$ cat src/rtl/sr_latch_driver.sv
// -----------------------------------------------------------------------------
// sr_latch_driver
//
// Clocked writer for a gated SR latch storage cell. Each write request
// (ReqValid/ReqReady handshake, ReqBit = value to store) becomes a fixed,
// glitch-free sequence on the latch nets:
//
//   SETUP  : S/R presented, En low   (SETUP_CYC cycles)
//   PULSE  : S/R held,      En high  (PULSE_CYC cycles)
//   HOLD   : S/R held,      En low   (1 cycle)
//   SETTLE : S/R/En all low          (SETTLE_CYC cycles)
//
// The latch outputs are then read back through two-flop synchronizers and
// compared with the requested value. Done pulses for one cycle at the end of
// every write; Err pulses with Done when the readback disagrees or the latch
// outputs are not complementary.
//
// Every output comes straight from a flop, so the asynchronous latch never
// sees combinational hazards from the control logic.
//
// Parameters
//   SETUP_CYC  : cycles of stable S/R with En low before En rises (1..2^CW-1)
//   PULSE_CYC  : cycles En is held high                             (1..2^CW-1)
//   SETTLE_CYC : cycles after S/R release before readback           (2..2^CW-1)
//   CW         : phase counter width
//
// Ports
//   Clk       in   rising-edge clock
//   Rst_n     in   asynchronous active-low reset; aborts any write in flight
//   ReqValid  in   write request present
//   ReqBit    in   value to store (1 = set via S, 0 = reset via R)
//   ReqReady  out  driver idle; accept on ReqValid & ReqReady at the edge
//   S         out  latch set input
//   R         out  latch reset input
//   En        out  latch enable
//   Q         in   latch output (asynchronous)
//   notQ      in   latch complementary output (asynchronous)
//   Done      out  one-cycle pulse when a write completes
//   Err       out  one-cycle pulse with Done when readback fails
//   StoredQ   out  synchronized Q captured at the last readback
// -----------------------------------------------------------------------------
module sr_latch_driver #(
    parameter int SETUP_CYC  = 1,
    parameter int PULSE_CYC  = 2,
    parameter int SETTLE_CYC = 2,
    parameter int CW         = 4
) (
    input  logic Clk,
    input  logic Rst_n,
    input  logic ReqValid,
    input  logic ReqBit,
    output logic ReqReady,
    output logic S,
    output logic R,
    output logic En,
    input  logic Q,
    input  logic notQ,
    output logic Done,
    output logic Err,
    output logic StoredQ
);

    // Counter reload values: each phase counts down to zero, so a phase of
    // N cycles loads N-1.
    localparam logic [CW-1:0] SETUP_LOAD  = CW'(SETUP_CYC - 1);
    localparam logic [CW-1:0] PULSE_LOAD  = CW'(PULSE_CYC - 1);
    localparam logic [CW-1:0] SETTLE_LOAD = CW'(SETTLE_CYC - 1);

    typedef enum logic [2:0] {
        IDLE,
        SETUP,
        PULSE,
        HOLD,
        SETTLE
    } stateT;

    // -------------------------------------------------------------------------
    // Readback synchronizers
    // -------------------------------------------------------------------------
    logic qMeta;
    logic qSync;
    logic nqMeta;
    logic nqSync;

    // NOTE: sequential state is always written with non-blocking assignments
    // so every flop samples the pre-edge value of every other flop.
    always_ff @(posedge Clk or negedge Rst_n) begin
        if (!Rst_n) begin
            qMeta  <= 1'b0;
            qSync  <= 1'b0;
            nqMeta <= 1'b0;
            nqSync <= 1'b0;
        end else begin
            qMeta  <= Q;
            qSync  <= qMeta;
            nqMeta <= notQ;
            nqSync <= nqMeta;
        end
    end

    // -------------------------------------------------------------------------
    // Sequencer state
    // -------------------------------------------------------------------------
    stateT         state;
    stateT         stateNxt;
    logic [CW-1:0] cnt;
    logic [CW-1:0] cntNxt;
    logic          bitLat;     // request value captured at accept
    logic          bitNxt;

    logic sNxt;
    logic rNxt;
    logic enNxt;
    logic readyNxt;
    logic doneNxt;
    logic errNxt;
    logic storedNxt;

    logic accept;
    logic cntZero;

    // ReqReady is itself a flop that mirrors "state is IDLE", except that it
    // stays low on the first edge after reset; gating accept with it makes
    // that first post-reset edge ignore ReqValid.
    assign accept  = ReqValid && ReqReady;
    assign cntZero = (cnt == '0);

    // NOTE: every variable written below gets a default first, so no path
    // through the block leaves one unassigned and no latch is inferred.
    always_comb begin
        stateNxt  = state;
        cntNxt    = cnt;
        bitNxt    = bitLat;
        doneNxt   = 1'b0;
        errNxt    = 1'b0;
        storedNxt = StoredQ;

        case (state)
            IDLE: begin
                if (accept) begin
                    stateNxt = SETUP;
                    cntNxt   = SETUP_LOAD;
                    bitNxt   = ReqBit;
                end
            end

            SETUP: begin
                if (cntZero) begin
                    stateNxt = PULSE;
                    cntNxt   = PULSE_LOAD;
                end else begin
                    cntNxt = cnt - CW'(1);
                end
            end

            PULSE: begin
                if (cntZero) begin
                    stateNxt = HOLD;
                end else begin
                    cntNxt = cnt - CW'(1);
                end
            end

            // One cycle with En already low and S/R still driven, so the
            // latch closes before its data inputs move.
            HOLD: begin
                stateNxt = SETTLE;
                cntNxt   = SETTLE_LOAD;
            end

            SETTLE: begin
                if (cntZero) begin
                    stateNxt  = IDLE;
                    doneNxt   = 1'b1;
                    storedNxt = qSync;
                    // A healthy latch shows the written value on Q and its
                    // complement on notQ; equal outputs mean S/R both active
                    // or a latch that has not resolved yet.
                    errNxt    = (qSync != bitLat) || (qSync == nqSync);
                end else begin
                    cntNxt = cnt - CW'(1);
                end
            end

            default: begin
                stateNxt = IDLE;
            end
        endcase

        // Outputs are decoded from the next state and registered, so they
        // change on the same edge as the state they belong to.
        sNxt     = 1'b0;
        rNxt     = 1'b0;
        enNxt    = 1'b0;
        readyNxt = 1'b0;

        case (stateNxt)
            IDLE: begin
                readyNxt = 1'b1;
            end
            SETUP: begin
                sNxt = bitNxt;
                rNxt = !bitNxt;
            end
            PULSE: begin
                sNxt  = bitNxt;
                rNxt  = !bitNxt;
                enNxt = 1'b1;
            end
            HOLD: begin
                sNxt = bitNxt;
                rNxt = !bitNxt;
            end
            default: begin
                // SETTLE: latch nets released
            end
        endcase
    end

    always_ff @(posedge Clk or negedge Rst_n) begin
        if (!Rst_n) begin
            state    <= IDLE;
            cnt      <= '0;
            bitLat   <= 1'b0;
            S        <= 1'b0;
            R        <= 1'b0;
            En       <= 1'b0;
            ReqReady <= 1'b0;
            Done     <= 1'b0;
            Err      <= 1'b0;
            StoredQ  <= 1'b0;
        end else begin
            state    <= stateNxt;
            cnt      <= cntNxt;
            bitLat   <= bitNxt;
            S        <= sNxt;
            R        <= rNxt;
            En       <= enNxt;
            ReqReady <= readyNxt;
            Done     <= doneNxt;
            Err      <= errNxt;
            StoredQ  <= storedNxt;
        end
    end

    // -------------------------------------------------------------------------
    // Latch-interface invariants
    // -------------------------------------------------------------------------
    // S and R are never driven together.
    assert property (@(posedge Clk) disable iff (!Rst_n) !(S && R));

    // While En is high the latch is transparent, so S/R must not move.
    assert property (@(posedge Clk) disable iff (!Rst_n) En |-> $stable({S, R}));

endmodule
$ cat config.mk
export PLATFORM = sky130hd
export DESIGN_NAME = sr_latch_driver
export DESIGN_NICKNAME = d
export VERILOG_FILES = /design/src/rtl/sr_latch_driver.sv
export SDC_FILE = /design/constraint.sdc
export NUM_CORES = 1
export LEC_CHECK = 0
export ABC_AREA = 1
export CAP_MARGIN = 5
export CORE_MARGIN = 10
export CORE_UTILIZATION = 25
export DETAILED_ROUTE_END_ITERATION = 8
export GPL_ROUTABILITY_DRIVEN = 0
export GPL_TIMING_DRIVEN = 0
export SLEW_MARGIN = 20
export SYNTH_ARGS = -nofsm -noshare
export SYNTH_HDL_FRONTEND = slang
export SYNTH_SLANG_ARGS = --single-unit
$ cat constraint.sdc
create_clock -name Clk -period 2.8 [get_ports Clk]
set_clock_uncertainty 0.2 [all_clocks]
set_input_delay 0.7 -clock Clk [delete_from_list [all_inputs] [get_ports Clk]]
set_output_delay 0.7 -clock Clk [all_outputs]
set_load 0.005 [all_outputs]
==> flow_summary_export.csv <==
group,metric,value,unit
timing,layout_worst_path_cycle_share,0.740,
worst_setup_path,cp_data_arrival_time,1.17,ns
placed_design,pre_cts_setup_slack,0.788,ns
job,cap_viol_max_count,0,
global_routing,antenna_found_initial,0,
die,boundary_pin_count,13,
logic_synthesis,mappedNetlistArea,892,sq um
timing,finalCriticalPeriod,2.07,ns
global_routing,global_route.overflow_total,0,
power,design_power_total,1.14,mW
worst_setup_path,worstSetupEndpointType,"primary output",
die,row_count,21,
clock_tree,cts_root_buffer,"sky130_fd_sc_hd__clkbuf_4",
routing,detailroute.via_count,681,
clock_tree,cts_tree,"yes",
routing,drt-wirelength-per-cell,10.7,um
placed_design,placed_cells,161,
logic_synthesis,ys_seq_elements,19,
finish,layout-drive-gt1-share,0.143,
timing,report.final.setup_viol,0,
timing,final_max_slew_viol_count,0,
routing,drt-pass1-iter-count,4,
power,static-leakage-power,0.583,nW
die,core-area,3390,sq um
worst_setup_path,crit_family,"buffers and inverters",
worst_setup_path,worstPathCellList,"clkdlybuf4s50_1",
finish,area_growth_syn_to_layout,23.0,%
worst_setup_path,crit_path_top_delay_cell,"sky130_fd_sc_hd__clkdlybuf4s50_1",
timing,rsz_0062_raised_after_global_routing,"false",
logic_synthesis,synthesis.nets,110,
finish,utilization,0.324,
placed_design,placement.io_buffers,12,
clock_tree,clk_transition_reported_paths,0.12,ns
clock_tree,cts-buffers-inserted,3,
worst_setup_path,critical_path_required,1.90,ns
worst_hold_path,hp-class,"flop to flop",
clock_tree,post_cts_repair_timing_setup_buffer_count,0,
global_routing,global_route_wire_length_before_repair,3180,um
worst_setup_path,setup.worst_path.start_class,"flop",
timing,normalized_max_slew_margin,0.405,
die,chipWidth,79.7,um
clock_tree,cts_resized,0,
finish,num_antenna_cells,0,
global_routing,first_global_vias,767,
finish,fin_cells,165,
timing,timing.final.hold_violations,0,
placed_design,place_hpwl,1340,um
placed_design,placed_area,1070,sq um
timing,setup_ws,0.727,ns
routing,detailed_route_wl,1760,um
routing,drt_drc_violations_left,0,
timing,hold_slack,0.171,ns
clock_tree,max-clock-path-buffers,2,
worst_setup_path,timing.setup.critical_path_class,"flop to primary output",
logic_synthesis,synth-warning-count,0,
finish,finalInstanceArea,1100,sq um
die,chipHeight,79.7,um
run_status,run_status,"completed",
finish,mostFrequentLayoutCell,"sky130_fd_sc_hd__nand2_1",
logic_synthesis,synth_area_per_cell,8.66,sq um
worst_setup_path,worst_path_largest_cell_delay,0.51,ns
global_routing,groute.usage.overall,0.0622,
timing,fmax,482,MHz
routing,dr.first_iter.drc_count,48,
global_routing,grt_start_max_net_pins,20,
logic_synthesis,synthesis.instances,103,
die,fp.dieArea,6360,sq um
worst_setup_path,worst-path-buf-inv,1,
power,power_density,1040,nW/um^2
timing,totalNegativeSetupSlack,0,ns
routing,vias_per_cell,4.13,
finish,layout_common_cells,"35 x sky130_fd_sc_hd__nand2_1, 19 x sky130_fd_sc_hd__dfrtp_1, 13 x sky130_fd_sc_hd__inv_1, 12 x sky130_fd_sc_hd__clkdlybuf4s50_1, 8 x sky130_fd_sc_hd__nand3_1",
worst_setup_path,worst-path-max-fanout,2,
timing,worst_slew_pin_slew,0.890,ns
clock_tree,clk_latency,0.31,ns
logic_synthesis,synth_seq_area_share,0.533,
clock_tree,h-tree-depth,1,
die,floorplan.initialDensity,0.263,
routing,ant_nets,0,
clock_tree,numClockSinks,19,
logic_synthesis,ys_types,20,
finish,fin_nets,127,
clock_tree,cts-hold-fix-buffers,0,
power,power.ir.vdd_worst,0.310,mV
final timing paths:
kind	start	end	slack (ns)	cells after the start
max in group asynchronous	Rst_n	state[2]$_DFF_PN0_	1.16	1
setup reg to reg	cnt[0]$_DFFE_PN0P_	cnt[3]$_DFFE_PN0P_	1.12	9
hold reg to reg	qMeta$_DFF_PN0_	qSync$_DFF_PN0_	0.17	0
min in group asynchronous	Rst_n	cnt[2]$_DFFE_PN0P_	0.68	1
setup / recovery	StoredQ$_DFFE_PN0P_	StoredQ	0.73	1
hold / removal	qMeta$_DFF_PN0_	qSync$_DFF_PN0_	0.17	0
worst register-to-register path, delay by kind of cell, from the launching register on:
family	cells	cell delay [ns]
buffers and inverters	2	0.24
flip-flops	1	0.41
adder cells (fa/ha/maj)	1	0.24
AND/OR/NAND/NOR	6	0.49
logic make-up after synthesis:
kind of cell             synth area share
buffers and inverters              0.0673
XOR/XNOR                          0.00982
AND/OR/NAND/NOR                     0.345
AO/OA/AOI/OAI                      0.0308
adder cells (fa/ha/maj)            0.0140
flip-flops                          0.533
power breakdown:
part           switching (mW)  leakage (nW)  internal [mW]
Sequential             0.0517         0.240          0.357
Clock                  0.0856        0.0177         0.0533
Combinational           0.358         0.326          0.232
Total                   0.495         0.583          0.642
state kept, by name, summed over array words and instances (netlist names):
register and count:
Done 1, En 1, Err 1, R 1
ReqReady 1, S 1, StoredQ 1, bitLat 1
cnt 4, nqMeta 1, nqSync 1, qMeta 1
qSync 1, state 3
layout make-up:
type                    instances  area, sq um
clock buffers                   3         22.5
flip-flops and latches         19          475
well taps                      46         57.6
multi-input cells              68          357
clock inverters                 1         5.00
fillers                       355         2290
repair buffers                 12          120
inverters                      16         60.1
synthesized netlist by cell type:
master	count	area share
sky130_fd_sc_hd__a211oi_1	1	0.0084
sky130_fd_sc_hd__a21oi_1	1	0.0056
sky130_fd_sc_hd__dfrtp_1	19	0.53
sky130_fd_sc_hd__ha_1	1	0.014
sky130_fd_sc_hd__inv_1	13	0.055
sky130_fd_sc_hd__inv_2	3	0.013
sky130_fd_sc_hd__nand2_1	35	0.15
sky130_fd_sc_hd__nand2_2	2	0.014
sky130_fd_sc_hd__nand2_4	2	0.025
sky130_fd_sc_hd__nand3_1	8	0.045
sky130_fd_sc_hd__nand3_2	2	0.022
sky130_fd_sc_hd__nand3_4	1	0.020
sky130_fd_sc_hd__nand4_1	1	0.0070
sky130_fd_sc_hd__nor2_1	5	0.021
sky130_fd_sc_hd__nor2_2	1	0.0070
sky130_fd_sc_hd__nor2_4	2	0.025
sky130_fd_sc_hd__nor3_1	2	0.011
sky130_fd_sc_hd__o21ai_0	2	0.011
sky130_fd_sc_hd__o21ai_1	1	0.0056
sky130_fd_sc_hd__xor2_1	1	0.0098
layer usage:
metal	share of wire	up-vias	track usage
met5	0	-	0
met4	0.033	0	0.0475
met3	0.055	4	0.0158
met2	0.47	13	0.104
met1	0.44	313	0.0659
li1	-	351	-
No activity file was read; power rests on OpenSTA's default activity.
